<file path="config.mk">
export PLATFORM = sky130hd
export DESIGN_NAME = mem_lsu_flat
export DESIGN_NICKNAME = d
export VERILOG_FILES = /design/src/rtl/mem_lsu_if.sv /design/src/rtl/mem_lsu.sv /design/src/flat_wrapper.sv
export SDC_FILE = /design/constraint.sdc
export NUM_CORES = 1
export LEC_CHECK = 0
export BUFFER_PORTS_ARGS = -buffer_cell sky130_fd_sc_hd__buf_4
export CORE_ASPECT_RATIO = 2
export CORE_MARGIN = 2
export CORE_UTILIZATION = 25
export DETAILED_ROUTE_END_ITERATION = 7
export SYNTH_ARGS = -nofsm -noshare
export SYNTH_HDL_FRONTEND = slang
export SYNTH_SLANG_ARGS = --single-unit
</file>
<file path="constraint.sdc">
create_clock -name clk -period 8.35 [get_ports clk]
set_input_delay 1.67 -clock clk [delete_from_list [all_inputs] [get_ports clk]]
set_output_delay 1.67 -clock clk [all_outputs]
set_load 0.1 [all_outputs]
</file>
<file path="src/rtl/mem_lsu_if.sv">
// Datapath request/response and data-memory bus bundle for the load/store unit.
// The slave modport is the LSU's view; master is the datapath-plus-memory side.
interface mem_lsu_if #(
  parameter int XLEN = 64
);
  logic            req_valid_i;
  logic [XLEN-1:0] req_addr_i;
  logic [1:0]      req_size_i;
  logic            req_wr_i;
  logic            req_zero_extnd_i;
  logic [XLEN-1:0] req_wr_data_i;
  logic            req_ready_o;

  logic            resp_valid_o;
  logic [XLEN-1:0] resp_rd_data_o;

  logic            dmem_ready_i;
  logic            dmem_req_o;
  logic            dmem_wr_o;
  logic [XLEN-1:0] dmem_addr_o;
  logic [XLEN-1:0] dmem_wr_data_o;
  logic [XLEN/8-1:0] dmem_mask_o;
  logic            dmem_resp_valid_i;
  logic [XLEN-1:0] dmem_rd_data_i;

  modport slave (
    input  req_valid_i, req_addr_i, req_size_i, req_wr_i, req_zero_extnd_i, req_wr_data_i,
    output req_ready_o, resp_valid_o, resp_rd_data_o,
    input  dmem_ready_i, dmem_resp_valid_i, dmem_rd_data_i,
    output dmem_req_o, dmem_wr_o, dmem_addr_o, dmem_wr_data_o, dmem_mask_o
  );

  modport master (
    output req_valid_i, req_addr_i, req_size_i, req_wr_i, req_zero_extnd_i, req_wr_data_i,
    input  req_ready_o, resp_valid_o, resp_rd_data_o,
    output dmem_ready_i, dmem_resp_valid_i, dmem_rd_data_i,
    input  dmem_req_o, dmem_wr_o, dmem_addr_o, dmem_wr_data_o, dmem_mask_o
  );
endinterface

</file>
<file path="src/rtl/mem_lsu.sv">
// Load/store unit: screens requests for misalignment and the inaccessible window, issues
// them to data memory, and tracks them in order so load responses can be aligned/extended.
module mem_lsu #(
  parameter int XLEN  = 64,
  parameter int DEPTH = 4,
  parameter logic [XLEN-1:0] OOB_BASE  = 'h1_0000,
  parameter logic [XLEN-1:0] OOB_LIMIT = 'h1_BFFF
) (
  input  logic                         clk,
  input  logic                         resetn,
  mem_lsu_if.slave                     bus,
  input  logic                         flush_i,
  input  logic                         exc_valid_i,
  input  logic [4:0]                   exc_code_i,
  output logic                         exc_valid_o,
  output logic [4:0]                   exc_code_o,
  output logic [$clog2(DEPTH+1)-1:0]   pending_o
);
  localparam int NB = XLEN / 8;
  localparam int OW = $clog2(NB);
  localparam int PW = $clog2(DEPTH + 1);
  localparam int AW = $clog2(DEPTH);

  typedef struct packed {
    logic [OW-1:0] off;
    logic [1:0]    size;
    logic          zext;
    logic          wr;
    logic          killed;
  } entry_t;

  entry_t        q_mem [DEPTH];
  logic [AW-1:0] head;
  logic [AW-1:0] tail;
  logic [PW-1:0] count;

  logic          ready;
  logic          qual;
  logic          oob;
  logic          mis_raw;
  logic          mis;
  logic          hs;
  logic          pop;
  logic [OW-1:0] off;
  logic [4:0]    local_code;
  logic [XLEN-1:0] st_mask;
  logic [NB-1:0]   st_lanes;
  logic [XLEN-1:0] st_data;
  entry_t          head_e;
  entry_t          new_e;
  logic [XLEN-1:0] shifted;
  logic [XLEN-1:0] ld_mask;
  logic            ld_sign;
  logic [XLEN-1:0] ld_data;
  logic            resp_ok;

  // A slot freed by a response this cycle only becomes usable next cycle.
  assign ready           = bus.dmem_ready_i & (count < PW'(DEPTH));
  assign bus.req_ready_o = ready;
  assign off             = bus.req_addr_i[OW-1:0];
  assign qual            = resetn & bus.req_valid_i & ready & ~flush_i;
  assign oob             = qual & (bus.req_addr_i >= OOB_BASE) & (bus.req_addr_i <= OOB_LIMIT);
  assign mis             = qual & mis_raw;
  assign hs              = qual & ~exc_valid_i & ~oob & ~mis;

  always_comb begin
    case (bus.req_size_i)
      2'd0:    mis_raw = 1'b0;
      2'd1:    mis_raw = bus.req_addr_i[0];
      2'd2:    mis_raw = |bus.req_addr_i[1:0];
      default: mis_raw = (XLEN == 32) | (|bus.req_addr_i[2:0]);
    endcase
  end

  assign local_code  = oob ? (bus.req_wr_i ? 5'd7 : 5'd5) : (bus.req_wr_i ? 5'd6 : 5'd4);
  assign exc_valid_o = resetn & (exc_valid_i | oob | mis);
  assign exc_code_o  = !resetn     ? 5'd0 :
                       exc_valid_i ? exc_code_i :
                       (oob | mis) ? local_code : 5'd0;

  always_comb begin
    st_mask  = '1;
    st_lanes = NB'(8'hFF);
    case (bus.req_size_i)
      2'd0: begin st_mask = XLEN'(8'hFF);         st_lanes = NB'(4'h1); end
      2'd1: begin st_mask = XLEN'(16'hFFFF);      st_lanes = NB'(4'h3); end
      2'd2: begin st_mask = XLEN'(32'hFFFF_FFFF); st_lanes = NB'(4'hF); end
      default: ;
    endcase
    st_data = (bus.req_wr_data_i & st_mask) << {off, 3'b000};
  end

  assign bus.dmem_req_o     = hs;
  assign bus.dmem_wr_o      = hs & bus.req_wr_i;
  assign bus.dmem_addr_o    = hs ? bus.req_addr_i : '0;
  assign bus.dmem_wr_data_o = (hs & bus.req_wr_i) ? st_data : '0;
  assign bus.dmem_mask_o    = (hs & bus.req_wr_i) ? (st_lanes << off) : '0;

  assign head_e  = q_mem[head];
  assign pop     = bus.dmem_resp_valid_i & (count != '0);
  assign resp_ok = resetn & pop & ~head_e.wr & ~head_e.killed & ~flush_i & ~exc_valid_i;

  // Shift the addressed bytes down to bit 0, then fill the upper bits by sign or zero.
  always_comb begin
    shifted = bus.dmem_rd_data_i >> {head_e.off, 3'b000};
    ld_mask = '1;
    ld_sign = 1'b0;
    case (head_e.size)
      2'd0: begin ld_mask = XLEN'(8'hFF);         ld_sign = shifted[7];  end
      2'd1: begin ld_mask = XLEN'(16'hFFFF);      ld_sign = shifted[15]; end
      2'd2: begin ld_mask = XLEN'(32'hFFFF_FFFF); ld_sign = shifted[31]; end
      default: ;
    endcase
    ld_data = (shifted & ld_mask) | ((ld_sign & ~head_e.zext) ? ~ld_mask : '0);
  end

  assign bus.resp_valid_o   = resp_ok;
  assign bus.resp_rd_data_o = resp_ok ? ld_data : '0;
  assign pending_o          = count;

  always_comb begin
    new_e.off    = off;
    new_e.size   = bus.req_size_i;
    new_e.zext   = bus.req_zero_extnd_i;
    new_e.wr     = bus.req_wr_i;
    new_e.killed = 1'b0;
  end

  // Flush marks every slot killed; stale slots are overwritten with killed=0 when reused,
  // and a flush cycle never pushes, so the two updates cannot collide.
  always_ff @(posedge clk or negedge resetn) begin
    if (!resetn) begin
      head  <= '0;
      tail  <= '0;
      count <= '0;
      for (int i = 0; i < DEPTH; i++) q_mem[i] <= '0;
    end else begin
      if (flush_i) begin
        for (int i = 0; i < DEPTH; i++) q_mem[i].killed <= 1'b1;
      end
      if (hs) begin
        q_mem[tail] <= new_e;
        tail        <= (tail == AW'(DEPTH - 1)) ? '0 : tail + 1'b1;
      end
      if (pop) begin
        head <= (head == AW'(DEPTH - 1)) ? '0 : head + 1'b1;
      end
      count <= count + PW'(hs) - PW'(pop);
    end
  end
endmodule

</file>
<file path="src/flat_wrapper.sv">
// flat-port wrapper written by rule: the top's interface ports become plain ports
module mem_lsu_flat 
#(
  parameter int XLEN  = 64,
  parameter int DEPTH = 4,
  parameter logic [XLEN-1:0] OOB_BASE  = 'h1_0000,
  parameter logic [XLEN-1:0] OOB_LIMIT = 'h1_BFFF
)
  (clk, resetn, flush_i, exc_valid_i, exc_code_i, exc_valid_o, exc_code_o, pending_o, bus_req_valid_i, bus_req_addr_i, bus_req_size_i, bus_req_wr_i, bus_req_zero_extnd_i, bus_req_wr_data_i, bus_req_ready_o, bus_resp_valid_o, bus_resp_rd_data_o, bus_dmem_ready_i, bus_dmem_resp_valid_i, bus_dmem_rd_data_i, bus_dmem_req_o, bus_dmem_wr_o, bus_dmem_addr_o, bus_dmem_wr_data_o, bus_dmem_mask_o);
  mem_lsu_if #(.XLEN(XLEN)) bus_i ();
  input  logic clk;
  input  logic resetn;
  input  logic flush_i;
  input  logic exc_valid_i;
  input  logic [4:0] exc_code_i;
  output logic exc_valid_o;
  output logic [4:0] exc_code_o;
  output logic [$clog2(DEPTH+1)-1:0] pending_o;
  input wire logic [$bits(bus_i.req_valid_i)-1:0] bus_req_valid_i;
  input wire logic [$bits(bus_i.req_addr_i)-1:0] bus_req_addr_i;
  input wire logic [$bits(bus_i.req_size_i)-1:0] bus_req_size_i;
  input wire logic [$bits(bus_i.req_wr_i)-1:0] bus_req_wr_i;
  input wire logic [$bits(bus_i.req_zero_extnd_i)-1:0] bus_req_zero_extnd_i;
  input wire logic [$bits(bus_i.req_wr_data_i)-1:0] bus_req_wr_data_i;
  output wire logic [$bits(bus_i.req_ready_o)-1:0] bus_req_ready_o;
  output wire logic [$bits(bus_i.resp_valid_o)-1:0] bus_resp_valid_o;
  output wire logic [$bits(bus_i.resp_rd_data_o)-1:0] bus_resp_rd_data_o;
  input wire logic [$bits(bus_i.dmem_ready_i)-1:0] bus_dmem_ready_i;
  input wire logic [$bits(bus_i.dmem_resp_valid_i)-1:0] bus_dmem_resp_valid_i;
  input wire logic [$bits(bus_i.dmem_rd_data_i)-1:0] bus_dmem_rd_data_i;
  output wire logic [$bits(bus_i.dmem_req_o)-1:0] bus_dmem_req_o;
  output wire logic [$bits(bus_i.dmem_wr_o)-1:0] bus_dmem_wr_o;
  output wire logic [$bits(bus_i.dmem_addr_o)-1:0] bus_dmem_addr_o;
  output wire logic [$bits(bus_i.dmem_wr_data_o)-1:0] bus_dmem_wr_data_o;
  output wire logic [$bits(bus_i.dmem_mask_o)-1:0] bus_dmem_mask_o;
  assign bus_i.req_valid_i = bus_req_valid_i;
  assign bus_i.req_addr_i = bus_req_addr_i;
  assign bus_i.req_size_i = bus_req_size_i;
  assign bus_i.req_wr_i = bus_req_wr_i;
  assign bus_i.req_zero_extnd_i = bus_req_zero_extnd_i;
  assign bus_i.req_wr_data_i = bus_req_wr_data_i;
  assign bus_req_ready_o = bus_i.req_ready_o;
  assign bus_resp_valid_o = bus_i.resp_valid_o;
  assign bus_resp_rd_data_o = bus_i.resp_rd_data_o;
  assign bus_i.dmem_ready_i = bus_dmem_ready_i;
  assign bus_i.dmem_resp_valid_i = bus_dmem_resp_valid_i;
  assign bus_i.dmem_rd_data_i = bus_dmem_rd_data_i;
  assign bus_dmem_req_o = bus_i.dmem_req_o;
  assign bus_dmem_wr_o = bus_i.dmem_wr_o;
  assign bus_dmem_addr_o = bus_i.dmem_addr_o;
  assign bus_dmem_wr_data_o = bus_i.dmem_wr_data_o;
  assign bus_dmem_mask_o = bus_i.dmem_mask_o;
  mem_lsu #(.XLEN(XLEN), .DEPTH(DEPTH), .OOB_BASE(OOB_BASE), .OOB_LIMIT(OOB_LIMIT)) u_core (.clk(clk), .resetn(resetn), .bus(bus_i), .flush_i(flush_i), .exc_valid_i(exc_valid_i), .exc_code_i(exc_code_i), .exc_valid_o(exc_valid_o), .exc_code_o(exc_code_o), .pending_o(pending_o));
endmodule
</file>
## Word level (Yosys, flattened, before mapping)

Cells that the tools add are included.

- Bits of input ports: 208
- Output and inout bits: 213
- Word-level logic and storage cells: 112
- Register bits after elaboration: 39

- Magnitude comparators: 6
- Bitwise gates (word level): 35
- Shift-type cells: 3
- Eq/ne operators: 6
- Add/sub/neg operators: 4
- Mux-type cells: 29
- Reduce and logical (&&, ||, !) cells: 6

Operators by type and width:

| operator | count |
|---|---|
| 64-bit one-hot mux with 3 select lines | 2 |
| 64-bit 2-to-1 mux | 4 |
| 64-bit bitwise AND | 2 |
| 64-bit by 17-bit greater-or-equal comparator with 1-bit output (second input constant) | 1 |
| 64-bit by 17-bit less-or-equal comparator with 1-bit output (second input constant) | 1 |
| 64-bit NOT | 1 |
| 64-bit OR | 1 |
| 64-bit by 6-bit left shift with 64-bit output | 1 |
| 64-bit by 6-bit right shift with 64-bit output | 1 |
| 32-bit bitwise mux | 1 |
| 8-bit 2-to-1 mux | 4 |
| 25-bit 2-to-1 mux | 1 |
| 8-bit one-hot mux with 3 select lines | 1 |
| 5-bit 2-to-1 mux | 4 |
| 1-bit bitwise AND | 19 |
| 8-bit binary-select mux with 2-bit select | 1 |
| 8-bit demux with 2-bit select | 1 |
| 2-bit equality test (second input constant) | 4 |
| 2-bit 2-to-1 mux | 4 |
| 8-bit by 3-bit left shift with 8-bit output | 1 |
| 1-bit NOT | 7 |
| 3-bit greater-or-equal comparator (second input constant) | 2 |
| 2-bit NOT with 3-bit output | 2 |
| 1-bit one-hot mux with 3 select lines | 2 |
| 13 further kinds | 21 |

## Logic depth before layout (Yosys ltp)

Gate-level depths: netlist of run 1.

- Depth in word-level cells: 11
- Mapped depth: 12
- Depth with buffers taken out: 11

## Worst setup path before layout of run 1

Ideal clock, no wire load.

- Path type: input to output
- Start point: input port bus_req_addr_i[2]
- End point: output port bus_dmem_mask_o[5]
- Path slack: -1.011 ns
- Required time: 6.680 ns
- Stages on the path: 7
- Arrival: 7.691 ns
- Cell sequence: clkbuf_1 -> a21o_1 -> a22o_1 -> nor4_1 -> clkbuf_1 -> nand2_1 -> a2111oi_0

- Word-level cells in the longest chain between the ends: 8
- Elaborated cells on any way between the ends: 14

RTL lines:

| item | line | source |
|---|---|---|
| from (decl) | flat_wrapper.sv:20 | `input wire logic [$bits(bus_i.req_addr_i)-1:0] bus_req_addr_i;` |
| 64-bit by 17-bit greater-or-equal comparator with 1-bit output | mem_lsu.sv:62 | `assign oob = qual & (bus.req_addr_i >= OOB_BASE) & (bus.req_addr_i <= OOB_LIMIT);` |
| 1-bit bitwise AND (2 in series) | mem_lsu.sv:62 |  |
| 1-bit NOT | mem_lsu.sv:64 | `assign hs = qual & ~exc_valid_i & ~oob & ~mis;` |
| 1-bit bitwise AND (2 in series) | mem_lsu.sv:64 |  |
| 1-bit bitwise AND | mem_lsu.sv:97 | `assign bus.dmem_mask_o = (hs & bus.req_wr_i) ? (st_lanes << off) : '0;` |
| 8-bit 2-to-1 mux * | mem_lsu.sv:97 |  |
| to (decl) | flat_wrapper.sv:35 | `output wire logic [$bits(bus_i.dmem_mask_o)-1:0] bus_dmem_mask_o;` |

Every way passes the cells marked *; elsewhere a longest branch is shown, timed or not.

## Worst setup path in the final report of run 1

- Start point: register u_core.head[0]
- End point: output port bus_resp_rd_data_o[44]

- Word-level cells in the longest chain between the ends: 10
- Elaborated cells on any way between the ends: 23

RTL lines:

| item | line | source |
|---|---|---|
| from (decl) | mem_lsu.sv:33 | `logic [AW-1:0] head;` |
| from (signal assigned) | mem_lsu.sv:146 | `head <= (head == AW'(DEPTH - 1)) ? '0 : head + 1'b1;` |
| 2-bit NOT with 3-bit output (not written as such) * | mem_lsu.sv:99 | `assign head_e = q_mem[head];` |
| 8-bit binary-select mux with 2-bit select * | mem_lsu.sv:99 |  |
| 8-bit 2-to-1 mux (not written as such) * (2 in series) | mem_lsu.sv:99 |  |
| 64-bit by 6-bit right shift with 64-bit output (tied with other cells) | mem_lsu.sv:105 | `shifted = bus.dmem_rd_data_i >> {head_e.off, 3'b000};` |
| 1-bit one-hot mux with 3 select lines (tied with other cells) | mem_lsu.sv:108 | `case (head_e.size)` |
| 1-bit bitwise AND (tied with other cells) | mem_lsu.sv:114 | `ld_data = (shifted & ld_mask) \| ((ld_sign & ~head_e.zext) ? ~ld_mask : '0);` |
| 64-bit 2-to-1 mux / 1-bit bitwise AND (equally long branches) | mem_lsu.sv:114, mem_lsu.sv:101 |  |
| 64-bit OR / 1-bit bitwise AND (equally long branches) | mem_lsu.sv:114, mem_lsu.sv:101 |  |
| 64-bit 2-to-1 mux * | mem_lsu.sv:118 | `assign bus.resp_rd_data_o = resp_ok ? ld_data : '0;` |
| to (decl) | flat_wrapper.sv:27 | `output wire logic [$bits(bus_i.resp_rd_data_o)-1:0] bus_resp_rd_data_o;` |

Every way passes the cells marked *; elsewhere a longest branch is shown, timed or not. The select of a mux whose other input is x is not followed.

==> results.json, run 1 <==
{
  "dp.final_hpwl_um": 29400,
  "tritoncts": "done",
  "htreeDepth": 2,
  "synthTopCellsByCount": "nand2_1, clkbuf_1, a21oi_1",
  "p_per_area_nw_per_um2": 126,
  "synthAdderAreaFrac": 0.0150,
  "postSynthAreaPerCell_um2": 7.40,
  "antenna_found_initial": 0,
  "worst-endpoint-arrival_ns": 4.92,
  "drive_gt1_frac": 0.418,
  "setup_violations": 0,
  "antenna_cells": 0,
  "synth_xor_area_frac": 0.00244,
  "setup_tns_ns": 0,
  "seqCellArea_um2": 976,
  "ys_ff_latch": 39,
  "synth_mux_area_frac": 0.209,
  "die_h_um": 244,
  "synth_most_common_cell": "nand2_1",
  "gp_congestion": 0.965,
  "cp_cell_sequence": "mux4_2 -> nor2b_1 -> a2bb2oi_1 -> a21o_1 -> a311oi_2 -> buf_4",
  "yosys-top-cells-area": "dfrtp_1, mux2i_1, mux2_2, nand2_1, a311oi_2",
  "startpoint": "u_core.head[0]",
  "die_x_um": 124,
  "clkTransAtPathRegs_ns": 0.06,
  "grt_max_degree": 101,
  "yosysSeqAreaShare": 0.136,
  "vdd_drop_max_mv": 0.154,
  "synthDominantCellAreaShare": 0.136,
  "slowest_delay_ns": 0.93,
  "grt_usage": 0.234,
  "async_flop_share": 1.00,
  "cp_top_family": "compound AO/OA/AOI/OAI gates",
  "syn_nets": 1187,
  "syn_inst": 971,
  "port_buffers": 420,
  "postCtsHoldBufs": 0,
  "multiInputGateArea_um2": 5720,
  "synth_edf_count": 0,
  "nets": 1523,
  "core_area_um2": 28300,
  "crit_fanout": 29,
  "critPathCaptureType": "output port",
  "ant_nets": 0,
  "holdCritStartpoint": "u_core.q_mem[16]",
  "fmax_ghz": 0.152,
  "synth_ff_type": "dfrtp_1",
  "io_pins": 421,
  "via_per_inst": 5.48,
  "clkLatencyLatePin_ns": 0.29,
  "r2r-start": "u_core.pending_o[2]",
  "num-fill-cells": 3046,
  "min_path_type": "reg -> reg",
  "via_count": 9127,
  "syn_area_um2": 7190,
  "synth_cell_types": 62,
  "grt_pass1_vias": 9156,
  "syn2layout_area_growth_pct": 47.8,
  "cts_made_buffers": 5,
  "gr-total-overflow": 0,
  "cts_resized": 0,
  "max_cap_violations": 0,
  "p_leak_nw": 4.83,
  "cts_setup_buffers": 0,
  "ys_warn_count": 0,
  "start_util": 0.254,
  "rows": 87,
  "status": "finished, final reports clean",
  "dr.pass1.iters": 5,
  "synth_top_family_by_area": "compound AO/OA/AOI/OAI gates",
  "synth_compound_area_frac": 0.305,
  "path_class": "reg -> out",
  "critPathSlowestCell": "mux4_2",
  "cts.sinks": 39,
  "synth_top_area_cell": "dfrtp_1",
  "final_util": 0.375,
  "wl_per_cell_um": 22.3,
  "whs_ns": 0.484,
  "drt_iter0_drc": 527,
  "drt-total-wl_um": 37100,
  "crit_buf_inv": 1,
  "startpoint_type": "flip-flop",
  "period_share": 0.789,
  "fin_crit_ns": 6.59,
  "clock-skew-final_ns": 0.00425,
  "root_buffer": "clkbuf_16",
  "slew_violations": 0,
  "drc_errors": 0,
  "die_area_um2": 30200,
  "final_hold_viol_count": 0,
  "rsz0062_at_grt": "false",
  "worst_slew_pin_slew_ns": 1.24,
  "synth-simple-area-share": 0.262,
  "clock_path_buffers": 2,
  "required_ns": 6.68,
  "total_power_mw": 1.34,
  "grt_first_pass_wirelength_um": 54000,
  "slew_headroom": 0.169
}
## area by class of cell
cell class              instances  share of cell area
multi-input cells             811               0.539
repair buffers                431               0.305
flip-flops and latches         39              0.0919
well taps                     356              0.0419
clock buffers                   6              0.0131
inverters                      19             0.00671
clock inverters                 2             0.00330
## cells in the final DEF, fill, tap and decap left out, types with 34 or more instances in the layout
cell	synthesis	layout
a211oi_1	34	34
and2_1	65	65
buf_4	2	431
dfrtp_1	39	39
mux2_2	50	50
nor2_1	60	60
a21oi_1	73	73
nand2_1	149	149
o21ai_0	51	51
mux2i_1	59	59
## per-layer routing
layer	up-vias	GRT usage	share of wire
li1	4245	-	-
met1	4307	0.244	0.35
met2	487	0.427	0.52
met3	88	0.0360	0.066
met4	0	0.143	0.069
met5	-	0	0
## worst register-to-register path, stage by stage (launching register included)
cell and delay [ns]:
dfrtp_1 0.45, nor4bb_1 0.52, nand2_1 0.13, nor4_2 0.25
buf_4 0.52, inv_1 0.20, ha_1 0.31, inv_1 0.04
ha_1 0.18, fa_1 0.37, xor2_1 0.16, xnor2_1 0.12
## registers in the layout, summed over array words and instances, names as in the netlist
name / count
u_core.tail: 2
u_core.head: 2
u_core.pending_o: 3
u_core.q_mem: 32
## through the flow
step / setup WS, ns / area (um^2) / instances
after floorplan: 0.369 / 7200 / 971
after global placement: 1.83 / 10400 / 1656
after detailed placement: 1.85 / 10400 / 1656
after CTS: 1.84 / 10600 / 1664
after global routing: 1.54 / 10600 / 1664
final: 1.76 / 10600 / 1664
## power breakdown
part	switching, mW	internal, mW
combinational	0.548	0.295
sequential	0.0556	0.220
clock	0.0755	0.148
total	0.679	0.664
## kinds of logic after synthesis
kind of cell    after synthesis
simple gates                385
compound gates              290
mux                         126
buf+inv                     121
flops                        39
fa+ha+maj                     8
xor+xnor                      2
## final timing paths
kind,slack [ns],end,cells after the start
worst max-delay path,1.76,bus_resp_rd_data_o[44],6
min in group asynchronous,1.37,u_core.q_mem[2],1
worst min register to register,0.48,u_core.q_mem[16],1
max in group asynchronous,6.57,u_core.q_mem[25],1
worst min-delay path,0.48,u_core.q_mem[16],1
worst max register to register,4.97,u_core.pending_o[2],11
No activity file was read; power rests on OpenSTA's default activity.
==> run 2: changes to the inputs <==
==> constraint.sdc (replaced) <==
create_clock -name clk -period 6.7 [get_ports clk]
set_input_delay 1.34 -clock clk [delete_from_list [all_inputs] [get_ports clk]]
set_output_delay 1.34 -clock clk [all_outputs]
set_load 0.1 [all_outputs]
==> results.json, run 2 (synthesized netlist as in run 1, its figures left out) <==
{
  "cts_setup_buffers": 0,
  "largest_register": "u_core.q_mem",
  "mostFrequentLayoutCell": "buf_4",
  "path_class": "reg -> out",
  "met1_length_um": 12800,
  "setup_tns_ns": 0,
  "final_hold_viol_count": 0,
  "core_area_um2": 28300,
  "root_buffer": "clkbuf_16",
  "worst_slew_pin_slew_ns": 1.19,
  "grt_usage": 0.237,
  "dp.final_hpwl_um": 30000,
  "fmax_ghz": 0.174,
  "final_cells": 1668,
  "crit_buf_inv": 2,
  "r2r-start": "u_core.pending_o[2]",
  "num-fill-cells": 3005,
  "startpoint_type": "flip-flop",
  "cts_made_buffers": 5,
  "gp_congestion": 1.01,
  "rsz0062_at_grt": "false",
  "rrSetupSlack_ns": 2.73,
  "critPathMostFrequentCell": "buf_4",
  "die_h_um": 244,
  "antenna_found_initial": 0,
  "cp_cell_sequence": "mux4_2 -> nor2_2 -> a22o_1 -> nor2_1 -> o21ai_4 -> buf_4 -> a311oi_2 -> buf_4",
  "grt_max_degree": 101,
  "holdCritStartpoint": "u_core.q_mem[8]",
  "critPathCaptureType": "output port",
  "r2r_end": "u_core.pending_o[2]",
  "worst-endpoint-arrival_ns": 4.40,
  "reg2reg_depth": 12,
  "cp_top_family": "compound AO/OA/AOI/OAI gates",
  "htreeDepth": 2,
  "rows": 87,
  "whs_ns": 0.480,
  "via_per_inst": 5.46,
  "dr_wl_met2_um": 19200,
  "postCtsHoldBufs": 0,
  "min_path_type": "reg -> reg",
  "tritoncts": "done",
  "drt-total-wl_um": 37500,
  "critPathSlowestCell": "mux4_2",
  "vdd_drop_max_mv": 0.0969,
  "port_buffers": 420,
  "die_x_um": 124,
  "final_cell_mix": "buf_4, nand2_1, and2_1, a21oi_1, nor2_1",
  "holdPathStages": 1,
  "gr-total-overflow": 0,
  "met3_length_um": 2710,
  "dp.cells": 1660,
  "nets": 1527,
  "slew_violations": 0,
  "status": "finished, final reports clean",
  "slowest_delay_ns": 0.91,
  "critical_path_depth": 8,
  "largest_reg_flops": 32,
  "fin_crit_ns": 5.74,
  "p_per_area_nw_per_um2": 154,
  "drt_iter0_drc": 465,
  "antenna_cells": 0,
  "syn2layout_area_growth_pct": 48.9,
  "clock-skew-final_ns": 0.00324,
  "drive_gt1_frac": 0.431,
  "ant_nets": 0,
  "required_ns": 5.36,
  "slew_headroom": 0.207,
  "drc_errors": 0,
  "crit_fanout": 29,
  "clock_path_buffers": 2,
  "cts.sinks": 39,
  "via_count": 9113,
  "dr.pass1.iters": 5,
  "cts_resized": 0,
  "hold_end": "u_core.q_mem[8]",
  "period_share": 0.857,
  "p_leak_nw": 4.83,
  "clkTransAtPathRegs_ns": 0.06,
  "die_area_um2": 30200,
  "grt_first_pass_wirelength_um": 54100,
  "setup_violations": 0,
  "wl_per_cell_um": 22.5,
  "grt_pass1_vias": 9266,
  "io_pins": 421,
  "top_layer": "met4",
  "start_util": 0.254,
  "max_cap_violations": 0,
  "clkLatencyLatePin_ns": 0.28
}
-- run 2: cell count changes in the layout (fill, tap and decap cells not counted) --
cell / change
a21oi_1: -8
a21oi_2: +8
a31oi_1: -8
a31oi_2: +8
buf_4: +4
clkbuf_1: +2
a2111oi_1: -1
a2111oi_2: +1
bufinv_16: -1
clkbuf_8: -1
-- run 2: worst max path at each step --
stage / endpoint / start
floorplan: bus_dmem_wr_data_o[0] / bus_req_addr_i[2]
global placement: exc_code_o[1] / flush_i
detailed placement: exc_code_o[1] / flush_i
CTS: exc_code_o[1] / flush_i
global route: bus_resp_rd_data_o[55] / u_core.head[0]
finish: bus_resp_rd_data_o[55] / u_core.head[0]
-- run 2: final cells by class --
type,instances,area (um^2),share of cell area
Multi-Input combinational cell,811,5810,0.543
Timing Repair Buffer,435,3270,0.305
Sequential cell,39,976,0.0912
Tap cell,356,445,0.0416
Clock buffer,7,133,0.0124
Inverter,19,71.3,0.00666
Clock inverter,1,5.00,0.000468
-- run 2: stage by stage --
| step | setup WS (ns) | util | power, mW | cell area (um^2) |
|---|---|---|---|---|
| floorplan | -0.376 | - | 1.11 | 7280 |
| global placement | 0.988 | 0.373 | 1.40 | 10600 |
| detailed placement | 0.939 | 0.373 | 1.42 | 10600 |
| CTS | 0.932 | 0.378 | 1.65 | 10700 |
| global route | 0.802 | 0.378 | 1.74 | 10700 |
| finish | 0.957 | 0.378 | 1.64 | 10700 |
-- run 2: metal layers --
layer	GRT usage	up-vias
li1	-	4259
met1	0.237	4257
met2	0.429	494
met3	0.0440	103
met4	0.160	0
met5	0	-
-- run 2: power by group --
group          switching [mW]  internal, mW  leakage, nW
registers              0.0650         0.274        0.501
clock network          0.0879         0.137       0.0679
logic                   0.708         0.371         4.26
total                   0.861         0.783         4.83
==> run 3: changes to the inputs <==
==> constraint.sdc (replaced) <==
create_clock -name clk -period 7.1 [get_ports clk]
set_input_delay 1.42 -clock clk [delete_from_list [all_inputs] [get_ports clk]]
set_output_delay 1.42 -clock clk [all_outputs]
set_load 0.1 [all_outputs]
==> results.json, run 3 (synthesized netlist as in run 1, its figures left out) <==
{
  "fin_crit_ns": 5.90,
  "setup_violations": 0,
  "fmax_ghz": 0.169,
  "root_buffer": "clkbuf_16",
  "p_leak_nw": 4.87,
  "vdd_drop_max_mv": 0.108,
  "mostFrequentLayoutCell": "buf_4",
  "ant_nets": 0,
  "cts_setup_buffers": 0,
  "grt_first_pass_wirelength_um": 54000,
  "postLayoutCellArea_um2": 10700,
  "clkLatencyLatePin_ns": 0.28,
  "tritoncts": "done",
  "core_area_um2": 28300,
  "path_class": "reg -> out",
  "p_clk_frac": 0.160,
  "drt-total-wl_um": 37200,
  "rows": 87,
  "start_util": 0.254,
  "crit_fanout": 24,
  "via_per_inst": 5.46,
  "switching_power_mw": 0.802,
  "dp.final_hpwl_um": 30000,
  "cts.sinks": 39,
  "gp_congestion": 0.994,
  "via_count": 9122,
  "swShare": 0.508,
  "grt_usage": 0.234,
  "drive_gt1_frac": 0.424,
  "intPower_mw": 0.777,
  "die_x_um": 124,
  "final_cells": 1672,
  "io_pins": 421,
  "die_area_um2": 30200,
  "seqPwrFrac": 0.205,
  "wl_per_cell_um": 22.3,
  "htreeDepth": 2,
  "slew_violations": 0,
  "grt_max_degree": 101,
  "postCtsHoldBufs": 0,
  "slew_headroom": 0.177,
  "nets": 1530,
  "worst-endpoint-arrival_ns": 4.48,
  "required_ns": 5.68,
  "final_cell_mix": "buf_4, nand2_1, a21oi_1, and2_1, nor2_1",
  "drc_errors": 0,
  "rsz0062_at_grt": "false",
  "grt_pass1_vias": 9077,
  "num-fill-cells": 3035,
  "critPathCaptureType": "output port",
  "antenna_found_initial": 1,
  "largest_register": "u_core.q_mem",
  "largest_reg_flops": 32,
  "gr-total-overflow": 0,
  "clock-skew-final_ns": 0.00748,
  "min_path_type": "reg -> reg",
  "die_h_um": 244,
  "cts_made_buffers": 5,
  "pwr-share-comb": 0.634,
  "p_per_area_nw_per_um2": 148,
  "clkTransAtPathRegs_ns": 0.06,
  "final_hold_viol_count": 0,
  "status": "finished, final reports clean",
  "post_dp_cell_area_um2": 10500,
  "startpoint_type": "flip-flop",
  "clock_path_buffers": 2,
  "drt_iter0_drc": 635,
  "cts_resized": 0,
  "period_share": 0.831,
  "dp.cells": 1663,
  "dr.pass1.iters": 7,
  "syn2layout_area_growth_pct": 48.7,
  "max_cap_violations": 0,
  "worst_slew_pin_slew_ns": 1.23,
  "port_buffers": 420
}
-- run 3: layer usage --
metal,up-vias,GRT usage,share of wire
met5,-,0,0
li1,4264,-,-
met3,95,0.0311,0.062
met2,460,0.435,0.52
met1,4303,0.236,0.34
met4,0,0.153,0.073
-- run 3: final cells by class --
cell class | count | area [um^2] | area share
repair buffers | 438 | 3290 | 0.308
well taps | 356 | 445 | 0.0417
multi-input cells | 811 | 5740 | 0.537
flip-flops and latches | 39 | 976 | 0.0913
diodes | 1 | 2.50 | 0.000234
clock inverters | 3 | 43.8 | 0.00410
inverters | 19 | 71.3 | 0.00667
clock buffers | 5 | 125 | 0.0117
-- run 3: path summary, 6_finish.rpt --
kind,from,end,slack [ns],cells past startpoint
setup / recovery,u_core.head[0],bus_resp_rd_data_o[62],1.20,8
max in group asynchronous,resetn,u_core.q_mem[27],5.50,2
min in group asynchronous,resetn,u_core.pending_o[0],1.22,2
setup reg to reg,u_core.pending_o[2],u_core.pending_o[2],3.58,11
hold reg to reg,u_core.q_mem[8],u_core.q_mem[8],0.48,1
hold / removal,u_core.q_mem[8],u_core.q_mem[8],0.48,1
-- run 3: worst max-delay path, cell delays in order (launching register included) --
cell and delay, ns:
dfrtp_1 0.82, mux4_2 0.77, nor3b_4 0.57, a21boi_2 0.15, a311oi_2 0.35, o21ai_4 0.33
buf_4 0.31, a311oi_1 0.49, buf_4 0.39
-- run 3: stage by stage --
step                      hold slack (ns)  power, mW   util  setup TNS (ns)  setup WS, ns
after floorplan                     0.452       1.04      -           -1.09        -0.136
after global placement              0.469       1.31  0.372               0          1.46
after detailed placement            0.470       1.32  0.372               0          1.43
after CTS                           0.483       1.58  0.378               0          1.14
after global routing                0.501       1.68  0.378               0          1.04
final                               0.480       1.58  0.378               0          1.20
-- run 3: power groups by stage --
stage	Combinational, mW	Sequential [mW]	Clock (mW)
CTS	0.998	0.325	0.257
global route	1.08	0.333	0.267
global placement	0.987	0.326	0
floorplan	0.685	0.353	0
finish	1.00	0.324	0.253
detailed placement	0.994	0.329	0
